File: src/rtl/conv5x5_if.sv
// Column/status stream and coefficient port bundle for conv5x5_filter.
interface conv5x5_if;
    logic [7:0] pa;
    logic [7:0] pb;
    logic [7:0] pc;
    logic [7:0] pd;
    logic [7:0] pe;
    logic       stat_in;
    logic       coef_we;
    logic [4:0] coef_idx;
    logic [7:0] coef_din;
    logic       coef_commit;
    logic [7:0] pixel_o;
    logic       stat_o;

    modport master (
        output pa, pb, pc, pd, pe, stat_in,
        output coef_we, coef_idx, coef_din, coef_commit,
        input  pixel_o, stat_o
    );

    modport slave (
        input  pa, pb, pc, pd, pe, stat_in,
        input  coef_we, coef_idx, coef_din, coef_commit,
        output pixel_o, stat_o
    );
endinterface

File: src/rtl/conv5x5_filter.sv
// Pipelined 5x5 convolution with round/shift/clamp to 8 bits.
// Coefficient write/commit logic is compiled in with CONV_COEF_WR_EN.
module conv5x5_filter #(
    parameter int SHIFT = 4
) (
    input logic       clk,
    input logic       rst,
    conv5x5_if.slave  bus
);
    localparam logic signed [7:0] CENTRE =
        (SHIFT >= 7) ? 8'sd127 : 8'((1 << SHIFT));
    localparam logic signed [22:0] RND = 23'(((1 << SHIFT) >> 1));

    function automatic logic signed [7:0] ident(input int i);
        return (i == 12) ? CENTRE : 8'sd0;
    endfunction

    function automatic logic signed [16:0] mul(
        input logic [7:0]        px,
        input logic signed [7:0] k
    );
        return 17'($signed({1'b0, px})) * 17'(k);
    endfunction

    logic [7:0]         col   [5];
    logic [7:0]         win   [5][5];
    logic signed [16:0] prod  [5][5];
    logic signed [19:0] rows  [5];
    logic signed [21:0] total;
    logic signed [22:0] rnd;
    logic signed [22:0] shf;
    logic [7:0]         pix_n;
    logic [5:0]         stat_d;
    logic signed [7:0]  act   [25];

    always_comb begin
        col[0] = bus.pa;
        col[1] = bus.pb;
        col[2] = bus.pc;
        col[3] = bus.pd;
        col[4] = bus.pe;
    end

`ifdef CONV_COEF_WR_EN
    logic signed [7:0] shd [25];

    // commit copies the pre-write shadow: both sides sample old values
    always_ff @(posedge clk or posedge rst) begin
        if (rst) begin
            for (int i = 0; i < 25; i++) begin
                shd[i] <= ident(i);
                act[i] <= ident(i);
            end
        end else begin
            if (bus.coef_commit) begin
                for (int i = 0; i < 25; i++) act[i] <= shd[i];
            end
            if (bus.coef_we && (bus.coef_idx < 5'd25)) begin
                shd[bus.coef_idx] <= bus.coef_din;
            end
        end
    end
`else
    logic unused_coef;
    assign unused_coef = ^{bus.coef_we, bus.coef_idx,
                           bus.coef_din, bus.coef_commit};

    always_comb begin
        for (int i = 0; i < 25; i++) act[i] = ident(i);
    end
`endif

    always_ff @(posedge clk or posedge rst) begin
        if (rst) begin
            for (int r = 0; r < 5; r++) begin
                for (int c = 0; c < 5; c++) begin
                    win[r][c]  <= '0;
                    prod[r][c] <= '0;
                end
                rows[r] <= '0;
            end
            total <= '0;
        end else begin
            for (int r = 0; r < 5; r++) begin
                win[r][0] <= col[r];
                for (int c = 1; c < 5; c++) begin
                    win[r][c] <= win[r][c-1];
                end
                for (int c = 0; c < 5; c++) begin
                    prod[r][c] <= mul(win[r][c], act[r*5+c]);
                end
                rows[r] <= 20'(prod[r][0]) + 20'(prod[r][1])
                         + 20'(prod[r][2]) + 20'(prod[r][3])
                         + 20'(prod[r][4]);
            end
            total <= 22'(rows[0]) + 22'(rows[1]) + 22'(rows[2])
                   + 22'(rows[3]) + 22'(rows[4]);
        end
    end

    always_comb begin
        rnd   = 23'(total) + RND;
        shf   = rnd >>> SHIFT;
        pix_n = shf[7:0];
        if (shf < 23'sd0) begin
            pix_n = 8'h00;
        end else if (shf > 23'sd255) begin
            pix_n = 8'hff;
        end
    end

    // status needs one flop per pixel stage, pixel_o included
    always_ff @(posedge clk or posedge rst) begin
        if (rst) begin
            stat_d      <= '0;
            bus.stat_o  <= 1'b0;
            bus.pixel_o <= '0;
        end else begin
            stat_d      <= {stat_d[4:0], bus.stat_in};
            bus.stat_o  <= stat_d[5];
            bus.pixel_o <= pix_n;
        end
    end
endmodule

File: src/flat_wrapper.sv
// flat-port wrapper written by rule: the top's interface ports become plain ports
module conv5x5_filter_flat 
#(
    parameter int SHIFT = 4
)
  (clk, rst, bus_pa, bus_pb, bus_pc, bus_pd, bus_pe, bus_stat_in, bus_coef_we, bus_coef_idx, bus_coef_din, bus_coef_commit, bus_pixel_o, bus_stat_o);
  conv5x5_if bus_i ();
  input logic clk;
  input logic rst;
  input wire logic [$bits(bus_i.pa)-1:0] bus_pa;
  input wire logic [$bits(bus_i.pb)-1:0] bus_pb;
  input wire logic [$bits(bus_i.pc)-1:0] bus_pc;
  input wire logic [$bits(bus_i.pd)-1:0] bus_pd;
  input wire logic [$bits(bus_i.pe)-1:0] bus_pe;
  input wire logic [$bits(bus_i.stat_in)-1:0] bus_stat_in;
  input wire logic [$bits(bus_i.coef_we)-1:0] bus_coef_we;
  input wire logic [$bits(bus_i.coef_idx)-1:0] bus_coef_idx;
  input wire logic [$bits(bus_i.coef_din)-1:0] bus_coef_din;
  input wire logic [$bits(bus_i.coef_commit)-1:0] bus_coef_commit;
  output wire logic [$bits(bus_i.pixel_o)-1:0] bus_pixel_o;
  output wire logic [$bits(bus_i.stat_o)-1:0] bus_stat_o;
  assign bus_i.pa = bus_pa;
  assign bus_i.pb = bus_pb;
  assign bus_i.pc = bus_pc;
  assign bus_i.pd = bus_pd;
  assign bus_i.pe = bus_pe;
  assign bus_i.stat_in = bus_stat_in;
  assign bus_i.coef_we = bus_coef_we;
  assign bus_i.coef_idx = bus_coef_idx;
  assign bus_i.coef_din = bus_coef_din;
  assign bus_i.coef_commit = bus_coef_commit;
  assign bus_pixel_o = bus_i.pixel_o;
  assign bus_stat_o = bus_i.stat_o;
  conv5x5_filter #(.SHIFT(SHIFT)) u_core (.clk(clk), .rst(rst), .bus(bus_i));
endmodule
File: config.mk
export PLATFORM = sky130hd
export DESIGN_NAME = conv5x5_filter_flat
export DESIGN_NICKNAME = d
export VERILOG_FILES = /design/src/rtl/conv5x5_if.sv /design/src/rtl/conv5x5_filter.sv /design/src/flat_wrapper.sv
export SDC_FILE = /design/constraint.sdc
export NUM_CORES = 1
export LEC_CHECK = 0
export CAP_MARGIN = 10
export CORE_MARGIN = 3
export CORE_UTILIZATION = 41
export DETAILED_ROUTE_END_ITERATION = 16
export PLACE_DENSITY = 0.84
export SETUP_SLACK_MARGIN = 0.5
export SLEW_MARGIN = 20
export SYNTH_ARGS = -nofsm -noshare
export SYNTH_HDL_FRONTEND = slang
export SYNTH_SLANG_ARGS = --single-unit
export TNS_END_PERCENT = 50
File: constraint.sdc
create_clock -name clk -period 2.5 [get_ports clk]
set_input_delay 0.75 -clock clk [delete_from_list [all_inputs] [get_ports clk]]
set_output_delay 0.75 -clock clk [all_outputs]
set_load 0.1 [all_outputs]
==> impl_metrics.ini <==
[yosys]
synthesis.area_um2 = 1610
syn_nets = 130
syn_inst = 72
synth-edff-count = 0
synth_warnings = 0
ys_seq_area_share_pct = 97.9
async_flop_share_pct = 100
yosys.area.top_type_share_pct = 97.9
ys_types = 3
synth_area_leaders = dfrtp_1, clkbuf_1, inv_1
syn_avg_cell_area_um2 = 22.4
netlist_top_cells_count = dfrtp_1, clkbuf_1, inv_1
synth_ff_type = dfrtp_1
synth.most_common_cell = dfrtp_1
synth_top_area_cell = dfrtp_1
ys_ff_latch = 63

[global_route]
grt_pass1_vias = 616
track_usage_pct = 8.49
grt_max_degree = 64
grt_pass1_wl_um = 2500
antenna_found_initial = 0
grt-ovfl-total = 0

[cells_and_area]
drive_gt1_share_pct = 27.0
layout.cells.non_filler = 148
antenna_cells = 0
multiInputGateArea_um2 = 0
multi_input_cells = 0
post-route-util_pct = 57.2
final_nets = 153
final_cell_area_um2 = 2120
syn2layout_area_growth_pct = 31.9
seqCellArea_um2 = 1580
fill_cells = 277

[floorplanning]
die-height_um = 68.7
die_area_um2 = 4720
pin_count = 67
dieWidth_um = 68.7
start_util_pct = 43.3
fp.coreArea_um2 = 3720
rows = 22

[hold_path]
hp-class = reg -> reg
hold_path_startpoint = u_core.win[108]
holdPathStages = 0
min_to = u_core.win[100]

[placement]
place_inst = 132
placed_area_um2 = 1830
numPortBuffers = 19
place_congestion = 0.619

[sta]
max-slew-margin-rel_pct = 79.5
fmax_mhz = 590
finalSetupViolations = 0
fin_skew_ps = 4.83
tightestPinTransition_ps = 307
post-route-min-period_ps = 1690
slew_viol_final = 0
hold_viol = 0
final.period_utilization_pct = 67.7
grt_setup_unrepaired = false
tns_ps = 0

[clock_tree]
cts_setup_buffers = 0
postCtsResizedCells = 0
cts_root_buf = clkbuf_8
cts_buffers = 9
h-tree-depth = 3
cts.path.max_buffers = 2
cts.sinks = 63
cts_hold_buffers = 0
cts_tree = yes
clock_latency_ps = 320
cts.clk_slew.worst_paths_ps = 70

[worst_setup_path]
crit_chain = buf_4
startpoint_type = flip-flop
path_class = reg -> out
path_buf_inv = 1
arrival_ps = 940
reg2reg_slack_ps = 2010
crit_path_end_kind = primary output
slowest_stage = dfrtp_1
slowest_delay_ps = 340
r2r_start = u_core.prod[212]
reg2reg_to = u_core.rows[48]
critPathTopFamily = flip-flops
worstRegToRegCells = 0
path_max_fanout = 1
cp.required_ps = 1750

[detailed_routing]
drt_iter0_markers = 16
drt-pass1-iter-count = 3
drtAntennaViolNets = 0
route.detailed.drc = 0
via_per_inst = 4.05
via_count = 600
routedWlPerCell_um = 10.4
drt-total-wl_um = 1540

[pwr]
fin_total_pwr_uw = 2420
peakVddDrop_uv = 716
power_leakage_uw = 0.000972
powerDensity_nw_per_um2 = 1140

[flow_run]
cap_violations = 0

[status]
status = completed
-- through the flow --
stage	hold slack [ps]	worst slack, ps
after floorplan	331	867
after detailed placement	335	1040
final	342	806
after CTS	345	769
after global placement	331	1070
after global routing	352	758
-- final cells by class --
cell class	instances	share of cell area, %
clock inverters	6	7.30
inverters	1	0.353
repair buffers	20	8.83
well taps	48	2.83
flip-flops and latches	63	74.2
clock buffers	10	6.48
-- registers in the layout (all words and copies together) (netlist names) --
register / flops
u_core.bus.pixel_o: 8
u_core.bus.stat_o: 1
u_core.prod: 8
u_core.rows: 8
u_core.stat_d: 6
u_core.total: 8
u_core.win: 24
-- logic make-up after synthesis --
kind of cell           Yosys count  share of synthesized area, %
flip-flops                      63                          97.9
buffers and inverters            9                          2.10
-- where the power goes --
| part | switching, uW | internal [uW] | leakage [uW] |
|---|---|---|---|
| Clock | 346 | 889 | 0.000146 |
| Combinational | 78.9 | 26.5 | 0.0000919 |
| Sequential | 12.7 | 1070 | 0.000734 |
-- worst max path at each step --
stage	from	end	slack [ps]	cells past startpoint
after global routing	u_core.bus.pixel_o[6]	bus_pixel_o[6]	760	1
after CTS	u_core.bus.pixel_o[6]	bus_pixel_o[6]	770	1
after global placement	rst	u_core.bus.pixel_o[7]	1070	3
after detailed placement	rst	u_core.bus.pixel_o[6]	1040	3
after floorplan	u_core.bus.pixel_o[0]	bus_pixel_o[0]	870	0
final	u_core.bus.pixel_o[6]	bus_pixel_o[6]	810	1
-- layer usage --
metal | global-route usage [%] | part of all wire, % | wire length (um) | vias up
met5 | 0 | 0 | 0 | -
met3 | 6.32 | 13 | 192 | 2
met1 | 7.77 | 36 | 551 | 315
met4 | 6.70 | 0.85 | 13 | 0
li1 | - | - | - | 256
met2 | 12.5 | 51 | 778 | 27
-- cell usage in the layout, fill, tap and decap left out --
cell             Yosys  routed
clkinv_2             0       1
buf_12               0       1
clkdlybuf4s50_1      0      10
bufinv_16            0       5
clkbuf_8             0      10
dfrtp_1             63      63
clkinvlp_4           0       1
buf_4                0       9
(Power assumes the default switching activity.)
